$ cat src/rtl/rv32m_pkg.sv
// Shared definitions for the RV32M multiply/divide unit: funct3 codes,
// FSM state encoding, shift-core step modes and operand decode helpers.
package rv32m_pkg;

  localparam logic [2:0] F3_MUL    = 3'd0;
  localparam logic [2:0] F3_MULH   = 3'd1;
  localparam logic [2:0] F3_MULHSU = 3'd2;
  localparam logic [2:0] F3_MULHU  = 3'd3;
  localparam logic [2:0] F3_DIV    = 3'd4;
  localparam logic [2:0] F3_DIVU   = 3'd5;
  localparam logic [2:0] F3_REM    = 3'd6;
  localparam logic [2:0] F3_REMU   = 3'd7;

  typedef enum logic [1:0] {
    IDLE = 2'd0,
    RUN  = 2'd1,
    DONE = 2'd2
  } state_t;

  typedef enum logic [1:0] {
    MODE_HOLD = 2'd0,
    MODE_LOAD = 2'd1,
    MODE_MUL  = 2'd2,
    MODE_DIV  = 2'd3
  } core_mode_t;

  // All divide/remainder ops have funct3[2] set.
  function automatic logic is_div(input logic [2:0] f3);
    return f3[2];
  endfunction

  // Whether operand A (operand_b=0) or operand B (operand_b=1) is read as signed.
  // MUL only needs the low half, so it runs on raw unsigned bit patterns.
  function automatic logic is_signed(input logic [2:0] f3, input logic operand_b);
    case (f3)
      F3_MULH, F3_DIV, F3_REM: return 1'b1;
      F3_MULHSU:               return !operand_b;
      default:                 return 1'b0;
    endcase
  endfunction

endpackage

$ cat src/rtl/mdu_shift_core.sv
// Shared datapath: 2N-bit accumulator plus N-bit operand register.
// Multiply: shift-add, LSB of the multiplier first, product builds in the upper half.
// Divide: restoring, remainder in the upper half, quotient shifts into the lower half.
module mdu_shift_core
  import rv32m_pkg::*;
#(
  parameter int N = 32
) (
  input  logic           clk,
  input  logic           reset,
  input  core_mode_t     mode,
  input  logic [N-1:0]   load_a,
  input  logic [N-1:0]   load_b,
  output logic [2*N-1:0] acc
);

  logic [2*N-1:0] acc_q, acc_d;
  logic [N-1:0]   op_q;
  logic [N:0]     mul_sum;
  logic [N:0]     div_rem;
  logic [N:0]     div_diff;

  // One multiply or divide step, selected by mode.
  always_comb begin
    // NOTE: combinational blocks use blocking '=' and give every output a default
    // first, so the block reads top-down and never infers a latch.
    mul_sum  = {1'b0, acc_q[2*N-1:N]} + (acc_q[0] ? {1'b0, op_q} : '0);
    div_rem  = {acc_q[2*N-1:N], acc_q[N-1]};
    div_diff = div_rem - {1'b0, op_q};
    acc_d    = acc_q;
    case (mode)
      MODE_LOAD: acc_d = {{N{1'b0}}, load_a};
      MODE_MUL:  acc_d = {mul_sum, acc_q[N-1:1]};
      MODE_DIV:  acc_d = div_diff[N] ? {div_rem[N-1:0], acc_q[N-2:0], 1'b0}
                                     : {div_diff[N-1:0], acc_q[N-2:0], 1'b1};
      default:   acc_d = acc_q;
    endcase
  end

  // Accumulator and operand registers.
  always_ff @(posedge clk) begin
    // NOTE: sequential state is updated with non-blocking '<=' so every register
    // samples the pre-edge values regardless of statement order.
    if (reset) begin
      acc_q <= '0;
      op_q  <= '0;
    end else begin
      acc_q <= acc_d;
      if (mode == MODE_LOAD) op_q <= load_b;
    end
  end

  assign acc = acc_q;

endmodule

$ cat src/rtl/mul_div_unit.sv
// Iterative RV32M multiply/divide unit. Owns the FSM, step counter,
// operand sign handling, special-case divides and the result/rd registers.
module mul_div_unit
  import rv32m_pkg::*;
#(
  parameter int N = 32
) (
  input  logic         clk,
  input  logic         reset,
  input  logic         Start_i,
  input  logic [2:0]   Funct3_i,
  input  logic [4:0]   Rd_i,
  input  logic [N-1:0] Operand_A_i,
  input  logic [N-1:0] Operand_B_i,
  output logic         Busy_o,
  output logic         Done_o,
  output logic [N-1:0] Result_o,
  output logic [4:0]   Rd_o
);

  localparam int           CW      = $clog2(N);
  localparam logic [N-1:0] MIN_NEG = {1'b1, {(N-1){1'b0}}};

  state_t         state_q, state_d;
  core_mode_t     mode;
  logic [CW-1:0]  count_q;
  logic [2:0]     f3_q;
  logic [4:0]     rd_q;
  logic           neg_main_q, neg_rem_q, special_q;
  logic [N-1:0]   special_val_q, result_q;
  logic           accept, sign_a, sign_b, div_zero, div_ovf, special;
  logic [N-1:0]   mag_a, mag_b, special_val;
  logic [2*N-1:0] acc, prod_fix;
  logic [N-1:0]   quot_fix, rem_fix, result_fix;

  // Operand decode at accept: magnitudes, sign flags and special-case divides.
  always_comb begin
    accept   = Start_i && (state_q != RUN);
    sign_a   = is_signed(Funct3_i, 1'b0) && Operand_A_i[N-1];
    sign_b   = is_signed(Funct3_i, 1'b1) && Operand_B_i[N-1];
    mag_a    = sign_a ? -Operand_A_i : Operand_A_i;
    mag_b    = sign_b ? -Operand_B_i : Operand_B_i;
    div_zero = is_div(Funct3_i) && (Operand_B_i == '0);
    div_ovf  = ((Funct3_i == F3_DIV) || (Funct3_i == F3_REM)) &&
               (Operand_A_i == MIN_NEG) && (Operand_B_i == '1);
    special  = div_zero || div_ovf;
    // funct3[1] separates REM/REMU from DIV/DIVU.
    if (div_zero) special_val = Funct3_i[1] ? Operand_A_i : '1;
    else          special_val = Funct3_i[1] ? '0 : MIN_NEG;
  end

  // Next-state and shift-core mode; accept is possible from IDLE and DONE.
  always_comb begin
    state_d = state_q;
    mode    = MODE_HOLD;
    case (state_q)
      IDLE: begin
        if (Start_i) begin
          mode    = MODE_LOAD;
          state_d = special ? DONE : RUN;
        end
      end
      RUN: begin
        mode = is_div(f3_q) ? MODE_DIV : MODE_MUL;
        if (count_q == CW'(N - 1)) state_d = DONE;
      end
      DONE: begin
        if (Start_i) begin
          mode    = MODE_LOAD;
          state_d = special ? DONE : RUN;
        end else begin
          state_d = IDLE;
        end
      end
      default: state_d = IDLE;
    endcase
  end

  mdu_shift_core #(.N(N)) u_core (
    .clk    (clk),
    .reset  (reset),
    .mode   (mode),
    .load_a (mag_a),
    .load_b (mag_b),
    .acc    (acc)
  );

  // Sign fix-up and result selection, meaningful while in DONE.
  always_comb begin
    prod_fix = neg_main_q ? -acc : acc;
    quot_fix = neg_main_q ? -acc[N-1:0] : acc[N-1:0];
    rem_fix  = neg_rem_q ? -acc[2*N-1:N] : acc[2*N-1:N];
    case (f3_q)
      F3_MUL:                      result_fix = prod_fix[N-1:0];
      F3_MULH, F3_MULHSU, F3_MULHU: result_fix = prod_fix[2*N-1:N];
      F3_DIV, F3_DIVU:             result_fix = quot_fix;
      default:                     result_fix = rem_fix;
    endcase
    if (special_q) result_fix = special_val_q;
  end

  // FSM state, counter, accept-time latches and the held result.
  always_ff @(posedge clk) begin
    if (reset) begin
      state_q       <= IDLE;
      count_q       <= '0;
      f3_q          <= '0;
      rd_q          <= '0;
      neg_main_q    <= 1'b0;
      neg_rem_q     <= 1'b0;
      special_q     <= 1'b0;
      special_val_q <= '0;
      result_q      <= '0;
    end else begin
      state_q <= state_d;
      if (state_q == RUN) begin
        count_q <= (count_q == CW'(N - 1)) ? '0 : count_q + CW'(1);
      end
      if (state_q == DONE) result_q <= result_fix;
      if (accept) begin
        count_q       <= '0;
        f3_q          <= Funct3_i;
        rd_q          <= Rd_i;
        neg_main_q    <= sign_a ^ sign_b;
        neg_rem_q     <= sign_a;
        special_q     <= special;
        special_val_q <= special_val;
      end
    end
  end

  assign Busy_o   = (state_q == RUN) || accept;
  assign Done_o   = (state_q == DONE);
  assign Result_o = Done_o ? result_fix : result_q;
  assign Rd_o     = rd_q;

endmodule

$ cat config.mk
export PLATFORM = sky130hd
export DESIGN_NAME = mul_div_unit
export DESIGN_NICKNAME = d
export VERILOG_FILES = /design/src/rtl/rv32m_pkg.sv /design/src/rtl/mdu_shift_core.sv /design/src/rtl/mul_div_unit.sv
export SDC_FILE = /design/constraint.sdc
export NUM_CORES = 1
export LEC_CHECK = 0
export BUFFER_PORTS_ARGS = -buffer_cell sky130_fd_sc_hd__buf_4
export CAP_MARGIN = 20
export CORE_MARGIN = 2
export CORE_UTILIZATION = 35
export CTS_CLUSTER_DIAMETER = 120
export DETAILED_ROUTE_END_ITERATION = 6
export GPL_TIMING_DRIVEN = 1
export MAX_ROUTING_LAYER = met4
export PLACE_DENSITY = 0.51
export RECOVER_POWER = 25
export SYNTH_ARGS = -nofsm -noshare
export SYNTH_HDL_FRONTEND = slang
export SYNTH_SLANG_ARGS = --single-unit
$ cat constraint.sdc
create_clock -name clk -period 3.75 [get_ports clk]
set_input_delay 0.375 -clock clk [delete_from_list [all_inputs] [get_ports clk]]
set_output_delay 0.375 -clock clk [all_outputs]
set_load 0.005 [all_outputs]
---- After elaboration in Yosys (flattened, before gate mapping) ----
Cells that the tools add are included.
word-level totals
  register bits ........................... 178
  input bits .............................. 75
  output and inout bits ................... 39
  logic and storage cells ................. 85
cells by class
  add/sub/neg operators ................... 8
  equality and inequality tests ........... 20
  mux-type cells .......................... 25
  bitwise gates (word level) .............. 1
  reduce and logical (&&, ||, !) cells .... 20
operator list
  cell                                                                    count
  32-bit 2-to-1 mux                                                       10
  64-bit case mux with 3 select lines                                     1
  64-bit 2-to-1 mux                                                       2
  32-bit negator                                                          4
  32-bit case mux with 3 select lines                                     1
  32-bit equality test (second input constant)                            2
  64-bit negator                                                          1
  32-bit by 33-bit adder with 33-bit output                               1
  33-bit by 32-bit subtractor with 33-bit output                          1
  32-bit zero test                                                        1
  3-bit equality test (second input constant)                             4
  3-bit by 2-bit equality test with 1-bit output (second input constant)  3
  2-bit 2-to-1 mux                                                        4
  2-bit equality test (second input constant)                             3
  3-bit by 1-bit equality test with 1-bit output (second input constant)  2
  1-bit logical AND                                                       6
  2-bit case mux with 3 select lines                                      1
  2-bit OR reduction                                                      3
  3-bit OR reduction                                                      2
  5-bit by 1-bit adder with 5-bit output (second input constant)          1
  5-bit equality test (second input constant)                             1
  5-bit 2-to-1 mux                                                        1
  2-bit by 1-bit equality test with 1-bit output (second input constant)  2
  1-bit 2-to-1 mux                                                        4
  other kinds (10)                                                        13

---- Longest topological paths before layout ----
Gate-level depths: netlist (run 1).
  word-level depth ........................ 8
  depth in mapped cells ................... 16
  depth with buffers taken out ............ 14

---- Modules after synthesis ----
A second synthesis (run 1) with hierarchy kept.
unflattened totals
  cells, all modules ...................... 2259
  area total of the unflattened synthesis .. 16839.9 µm²
by module, submodules not included
  module          instances  cells an instance  area each (µm²)  seq. area each (µm²)
  mul_div_unit    1          1276               8738.4           1641.6
  mdu_shift_core  1          983                8101.5           1921.8

---- Worst setup path before layout (run 1) ----
OpenSTA, ideal clock, no wires.
  path type ............................... register -> register
  start point ............................. register u_core.acc_q[0], in the netlist u_core.acc[0]
  end point ............................... register u_core.acc_q[54], in the netlist u_core.acc[54]
  setup time .............................. 0.128 ns
  arrival ................................. 3.176 ns
  slack ................................... 0.446 ns
  cell stages (with the launch flop) ...... 16
  period minus slack after synthesis ...... 3.304 ns
  path through ............................ dfxtp_1 -> clkbuf_1 -> inv_1 -> clkbuf_1 -> nor2_1 -> ha_1 -> o21ai_0 -> nor2_1 -> o31ai_1 -> o31ai_1 -> a21oi_1 -> o311ai_0 -> a21boi_0 -> xnor2_1 -> a221oi_1 -> nor2_1
between the ends
  word-level cells in the longest chain between the ends .. 3
ends and longest elaborated chain
  what                                       line                  source
  from (decl)                                mdu_shift_core.sv:17  logic [2*N-1:0] acc_q, acc_d;
  from (signal assigned)                     mdu_shift_core.sv:45  acc_q <= '0;
  from (signal assigned)                     mdu_shift_core.sv:48  acc_q <= acc_d;
  32-bit 2-to-1 mux                          mdu_shift_core.sv:27  mul_sum = {1'b0, acc_q[2*N-1:N]} + (acc_q[0] ? {1'b0, op_q} : '0);
  32-bit by 33-bit adder with 33-bit output  mdu_shift_core.sv:27
  64-bit case mux with 3 select lines        mdu_shift_core.sv:31  case (mode)
No other way between the ends.
A chain may end at the register's enable or synchronous reset.

---- Worst setup path after layout (run 1) ----
  start point ............................. register u_core.acc_q[11], in the netlist u_core.acc[11]
  end point ............................... output port Result_o[5]
between the ends
  word-level cells in the longest chain between the ends .. 5
ends and longest elaborated chain
  what                                 line                source
  64-bit negator                       mul_div_unit.sv:90  prod_fix = neg_main_q ? -acc : acc;
  64-bit 2-to-1 mux                    mul_div_unit.sv:90
  32-bit case mux with 3 select lines  mul_div_unit.sv:93  case (f3_q)
  32-bit 2-to-1 mux                    mul_div_unit.sv:99  if (special_q) result_fix = special_val_q;
  32-bit 2-to-1 mux                    n/a
  to (decl)                            mul_div_unit.sv:17  output logic [N-1:0] Result_o,
No other way between the ends.

==> reports/metrics.yaml, run 1 <==
timing:
  clock.fmax_ghz: 0.254
  post-route-period-util_pct: 105
  finalClockSkew_ns: 0.0134
  fin_ws_ns: -0.189
  tightestPinTransition_ns: 1.88
  slew_headroom_pct: -25.2
  slew_violations: 50
  fin_crit_ns: 3.94
  final-setup-viol-count: 10
  tns_ns: -1.13
  hold_viol: 0
  rsz0062_at_grt: "yes"
synthesis:
  synth_area_leaders: "dfxtp_1, a21oi_1, ha_1"
  yosys.area.top_type_share_pct: 23.1
  synth_seq_cells: 178
  synth.distinct_cells: 78
  syn_area_mm2: 0.0154
  syn_nets: 2307
  synth_cells: 2159
  yosys.area.top_type: "dfxtp_1"
  synthArstFlopShare_pct: 0
  ys_warn_count: 0
  syn_area_per_cell_um2: 7.13
  synth-seq-area-share_pct: 23.1
  synth_flop_cell: "dfxtp_1"
  synth_edf_count: 0
clock_network:
  htree_levels: 4
  cts.sinks: 178
  holdBufCountCts: 0
  cts_buffer_depth: 2
  clk-insertion-delay-late_ns: 0.50
  numCtsBuffers: 17
  cts_tree: "yes"
  clkTransAtPathRegs_ns: 0.07
  cts_root_buf: "clkbuf_16"
route:
  antenna_left: 0
  drt_wl_total_um: 65100
  via_count: 16800
  routedWlPerCell_um: 22.6
  drc: 0
  drt-pass1-iter-count: 5
  viasPerCell: 5.81
  drt-initial-drc-count: 1678
worst_setup_path:
  worst_ep_required_time_ns: 3.38
  cp_top_family: "simple AND/OR/NAND/NOR gates"
  cp-end-kind: "output port"
  crit_arrival_ns: 3.56
  setup.worst_path.class: "reg2out"
  startpoint_type: "flop"
  critPathMaxStageDelay_ns: 0.54
  cp_cell_sequence: "or4_4 -> nor4_4 -> buf_4 -> or4b_4 -> nor3_4 -> nand2b_1 -> o21ai_1 -> nand2_1 -> a221oi_4 -> a21oi_2 -> a21oi_2 -> buf_4"
  crit_fanout: 3
  crit_slowest_cell: "or4_4"
  path_buf_inv: 2
cells_and_area:
  drive_gt1_share_pct: 19.0
  nNetsFinal: 2434
  layout_common_cells: "buf_4, nand2_1, nor2_1"
  seq_area_mm2: 0.00357
  post-route-util_pct: 43.5
  fillCellCount: 4595
  multi_input_area_mm2: 0.0116
  antennaDiodeCount: 0
  layout_commonest_cell: "buf_4"
  syn_to_final_growth_pct: 22.3
global_routing:
  globalRouteMet2Util_pct: 43.8
  grt-busiest-layer: "met2"
  grt_max_degree: 65
  antenna_found_initial: 0
  grt_first_pass_wirelength_um: 97100
  grt_util_all_layers_pct: 29.3
  grt_use_met3_pct: 4.53
  met1_usage_pct: 40.2
  grt_pass1_vias: 15800
  overflow: 0
outcome:
  outcome: "complete, but fails checks"
  violations: "max-capacitance violations, max-slew violations, negative setup slack"
hold_path:
  hold_path_class: "in2reg"
die:
  coreArea_mm2: 0.0433
  fp.dieH_um: 214
  dieArea_mm2: 0.0457
  initial_core_util_pct: 35.6
  die_w_um: 214
  rows: 76
  pin_count: 114
placement:
  gp_congestion: 0.939
  numPortBuffers: 113
  place_hpwl_um: 50300
pwr:
  leakage_uw: 0.00745
  power.density_mw_per_mm2: 341
  ir_worst_vdd_uv: 360
job:
  drv_cap: 1
per-stage QoR:
stage	power [µW]	setup slack (ns)	instances	instance area [µm²]	hold WS, ns
after floorplan	3490	0.446	2159	15400	0.416
after global placement	4330	-0.0440	2830	17400	0.441
after detailed placement	4320	-0.0567	2830	17400	0.447
after CTS	6350	-0.328	2873	18500	0.0961
after global routing	6730	-0.330	2884	18800	0.106
final	6430	-0.189	2884	18800	0.120
path summary, 6_finish.rpt:
check | start | to | slack, ns | cells past startpoint
max | u_core.acc[11] | Result_o[5] | -0.19 | 12
min | Rd_i[4] | Rd_o[4] | 0.12 | 3
max reg2reg | u_core.acc[0] | u_core.acc[61] | 0.25 | 16
min reg2reg | u_core.op_q[28] | u_core.op_q[28] | 0.46 | 2
state kept, by name, summed over array words and instances (netlist names):
register	flops
count_q	5
neg_main_q	1
special_q	1
result_q	32
special_val_q	32
u_core.op_q	32
f3_q	3
neg_rem_q	1
Rd_o	5
state_q	2
u_core.acc	64
power by group:
group / internal [µW] / switching [µW]
combinational: 918 / 1520
sequential: 1980 / 88.9
clock: 1010 / 908
total: 3910 / 2520
what timing repair did:
| action | in CTS | in global routing |
|---|---|---|
| setup endpoints to repair | 26 | 38 |
| pin swaps | 37 | 40 |
| resized for setup | 84 | 89 |
| setup buffers | 11 | 14 |
| hold endpoints to repair | 0 | 0 |
cells in the mapped netlist, types with 8 or more instances:
master and n:
a311oi_1 17, xor2_1 87, a211oi_1 92, and2_1 34
a221oi_1 11, ha_1 71, clkbuf_1 142, a31oi_1 25
inv_1 71, or4_1 11, nor2_1 215, a21o_1 33
nand3_1 38, or3_1 35, a22oi_1 9, o21a_1 9
nand2_1 236, nor2b_1 38, nand2b_1 26, o31ai_1 21
and3_1 12, dfxtp_1 178, o21bai_1 8, o221ai_1 12
mux2i_1 36, o41ai_1 15, nor4_1 18, a22o_1 8
xnor2_1 88, nand4_1 25, o21ai_0 169, a21oi_1 199
nor3_1 47, o211ai_1 13, o22ai_1 20
cell families after synthesis:
family	Yosys count	share of synthesized area [%]
AND/OR/NAND/NOR	760	23.6
AO/OA/AOI/OAI	702	28.8
buffers and inverters	229	5.71
flip-flops	178	23.1
XOR/XNOR	175	9.95
adder cells (fa/ha/maj)	73	6.03
multiplexers	42	2.78
worst register-to-register path: cells and delay by family (launching register included):
family,cells,cell delay [ns]
compound gates,7,1.15
simple gates,4,0.92
fa+ha+maj,2,0.60
buf+inv,3,0.39
flops,1,0.37
metal layers:
metal | share of wire, % | wire length (µm)
met1 | 47 | 30500
met2 | 44 | 28700
met3 | 6.0 | 3920
met4 | 3.0 | 1920
met5 | 0 | 0
layout make-up:
cell class / instances / area share, %
timing repair buffer: 265 / 11.0
tap: 585 / 3.89
clock buffer: 20 / 2.37
sequential: 178 / 19.0
clock inverter: 12 / 0.797
inverter: 72 / 1.43
multi-input combinational: 1752 / 61.6
Power figures use the tool's default switching activity.
==> run 2: changes to the inputs <==
--- a/config.mk
+++ b/config.mk
@@ -17,4 +17,5 @@
 export RECOVER_POWER = 25
 export SYNTH_ARGS = -nofsm -noshare
 export SYNTH_HDL_FRONTEND = slang
+export SYNTH_HIERARCHICAL = 1
 export SYNTH_SLANG_ARGS = --single-unit
==> run 2 against run 1 <==
  * The run now ends clean
  * Clock-buffer cell count rose by 2
  * Maximum frequency is 7.0% higher
  * Largest power group unchanged
  * Combinational power grew 41%
  * Critical path type unchanged
==> reports/metrics.yaml, run 2 <==
clock_network:
  numCtsBuffers: 17  # unchanged
  clk-insertion-delay-late_ns: 0.50  # about the same
  holdBufCountCts: 0  # unchanged
  cts_buffer_depth: 2  # unchanged
  cts_root_buf: "clkbuf_16"
  cts_tree: "yes"
  clkTransAtPathRegs_ns: 0.07  # about the same
  cts.sinks: 178  # unchanged
  htree_levels: 4  # unchanged
timing:
  slew_violations: 0  # -100%
  hold_viol: 0  # unchanged
  final-setup-viol-count: 0  # -10
  fin_crit_ns: 3.68  # -0.259 ns
  post-route-period-util_pct: 98.1  # -6.9 points
  slew_headroom_pct: 14.8  # +40 points
  fin_ws_ns: 0.0701  # +0.259 ns
  hold_ws_ns: 0.125  # +0.00496 ns
  finalClockSkew_ns: 0.0169  # +0.00353 ns
  tightestPinTransition_ns: 1.28  # -0.599 ns
  clock.fmax_ghz: 0.272  # +7.0%
synthesis:
  synthArstFlopShare_pct: 0  # unchanged
  synth_area_leaders: "dfxtp_1, a21oi_1, nand2_1"
  syn_nets: 2407  # +4.3%
  synth_commonest_cells: "nand2_1, a21oi_1, dfxtp_1"
  ys_warn_count: 6  # +6
  syn_area_mm2: 0.0168  # +9.4%
  synth_edf_count: 0  # unchanged
  synth_seq_cells: 178  # unchanged
  synth_cells: 2259  # +4.6%
  yosys.area.top_type_share_pct: 21.2  # -2.0 points
  syn_area_per_cell_um2: 7.45  # +4.5%
  synth.distinct_cells: 92  # +18%
  synth-seq-area-share_pct: 21.2  # -2.0 points
  yosys.area.top_type: "dfxtp_1"
  synth_most_common_cell: "nand2_1"
  synth_flop_cell: "dfxtp_1"
cells_and_area:
  largest_reg_flops: 64  # unchanged
  antennaDiodeCount: 0  # unchanged
  drive_gt1_share_pct: 16.5  # -2.5 points
  nNetsFinal: 2543  # +4.5%
  syn_to_final_growth_pct: 17.1
  layout_commonest_cell: "buf_4"
  post-route-util_pct: 41.4  # -2.1 points
  layout_common_cells: "buf_4, nand2_1, a21oi_1"
route:
  routedWlPerCell_um: 24.6  # +8.9%
  drt_wl_total_um: 74300  # +14%
  antenna_left: 0  # unchanged
  via_count: 18500  # +10%
  viasPerCell: 6.12  # +5.3%
  drt-pass1-iter-count: 6  # +1
  drt-initial-drc-count: 1770  # +5.5%
  drc: 0  # unchanged
die:
  initial_core_util_pct: 35.3  # -0.24 points
  rows: 80  # +5.3%
  coreArea_mm2: 0.0476  # +10%
  die_w_um: 223  # +4.5%
  dieArea_mm2: 0.0499  # +9.2%
  pin_count: 114  # unchanged
  fp.dieH_um: 223  # +4.5%
worst_setup_path:
  crit_arrival_ns: 3.30  # -0.26 ns
  cp-end-kind: "output port"
  setup.worst_path.class: "reg2out"
  startpoint_type: "flop"
  crit_fanout: 5  # +2
  worst_ep_required_time_ns: 3.38  # about the same
pwr:
  power.density_mw_per_mm2: 376  # +10%
  pwr-share-seq_pct: 29.1  # -3.1 points
  clkPwrFrac_pct: 24.3  # -5.6 points
  p_int_uw: 4290  # +9.8%
  ir_worst_vdd_uv: 264  # -27%
  p_switching_uw: 3110  # +24%
  leakage_uw: 0.00795  # +6.7%
  power_frac_comb_pct: 46.6  # +8.7 points
  p_sw_share_pct: 42.0  # +2.9 points
  total_power_uw: 7410  # +15%
global_routing:
  grt_max_degree: 53  # -18%
  antenna_found_initial: 0  # unchanged
  grt_util_all_layers_pct: 30.7  # +1.4 points
  overflow: 0  # unchanged
  grt_pass1_vias: 17700  # +12%
  grt_first_pass_wirelength_um: 112000  # +16%
placement:
  place_hpwl_um: 57700  # +15%
  dp_slack_ns: 0.268  # +0.325 ns
  numPortBuffers: 113  # unchanged
  gp_congestion: 1.01  # +7.8%
outcome:
  outcome: "complete, no violations"
hold_path:
  hold_path_class: "in2reg"
job:
  drv_cap: 0  # -1
## run 2: cell count changes in the layout (fill, tap and decap cells not counted), sizes merged, moves of 14 or more
cell	previous run	this run
a211oi	92	23
inv	74	97
mux2i	36	56
mux4	0	32
nand4	25	39
nor2	215	153
nor2b	38	85
nor3	48	85
nor4	21	51
o21ai	172	115
o22ai	20	36
xor2	87	62
## run 2: cell families (layout without fill, tap and decap cells)
family | Yosys count | after routing | synth area share [%]
flip-flops | 178 | 178 | 21.2
AND/OR/NAND/NOR | 884 | 884 | 27.1
multiplexers | 94 | 94 | 8.01
buffers and inverters | 239 | 387 | 5.55
AO/OA/AOI/OAI | 639 | 639 | 24.8
XOR/XNOR | 152 | 152 | 7.91
adder cells (fa/ha/maj) | 73 | 73 | 5.51
## run 2: metrics by stage
step,std cells,area (µm²),setup TNS (ns)
2_1_floorplan,2259,16800,0
3_3_place_gp,2977,18900,0
3_5_place_dp,2978,18900,0
4_1_cts,3014,19600,0
5_1_grt,3022,19700,-0.0284
6_report,3022,19700,0
## run 2: path summary, 6_finish.rpt
kind / startpoint / to / slack (ns) / cells after the start
setup / recovery: u_core/acc[0] / Result_o[24] / 0.07 / 11
hold / removal: Rd_i[2] / Rd_o[2] / 0.12 / 3
setup reg to reg: u_core/acc[31] / u_core/acc[59] / 0.23 / 14
hold reg to reg: special_val_q[18] / special_val_q[18] / 0.46 / 2
## run 2: repair_timing
item | in CTS | in global routing
pin swaps | 2 | 11
endpoints found under the setup margin | 9 | 19
resized for setup | 10 | 24
buffers inserted | 5 | 8
## run 2: cell type report
class / instances / area [µm²]
clock buffer: 22 / 474
sequential: 178 / 3570
timing repair buffer: 262 / 1990
fill: 4996 / 27900
inverter: 94 / 354
tap: 615 / 769
clock inverter: 9 / 70.1
multi-input combinational: 1842 / 12500
## run 2: power groups by stage
stage	Combinational [µW]	Sequential, µW	Clock (µW)
detailed placement	3290	2190	0
global placement	3280	2190	0
global route	3710	2170	1900
CTS	3360	2150	1840
finish	3450	2160	1800
floorplan	2160	2130	0
## run 2: critical path, stage by stage (launching register included)
cell and delay (ns):
dfxtp_4 0.36, inv_2 0.06, ha_4 0.12, or3b_4 0.39
or4_4 0.55, buf_12 0.16, buf_4 0.12, o41ai_2 0.32
xnor2_1 0.23, a22oi_2 0.11, a31oi_2 0.23, buf_4 0.14
## run 2: routing by layer
metal / vias to the layer above / wire (µm) / GRT usage (%)
met5: - / 0 / -
met4: 0 / 4490 / 17.2
met3: 170 / 4500 / 3.46
met2: 767 / 33800 / 47.8
met1: 8963 / 31500 / 38.8
li1: 8595 / - / -
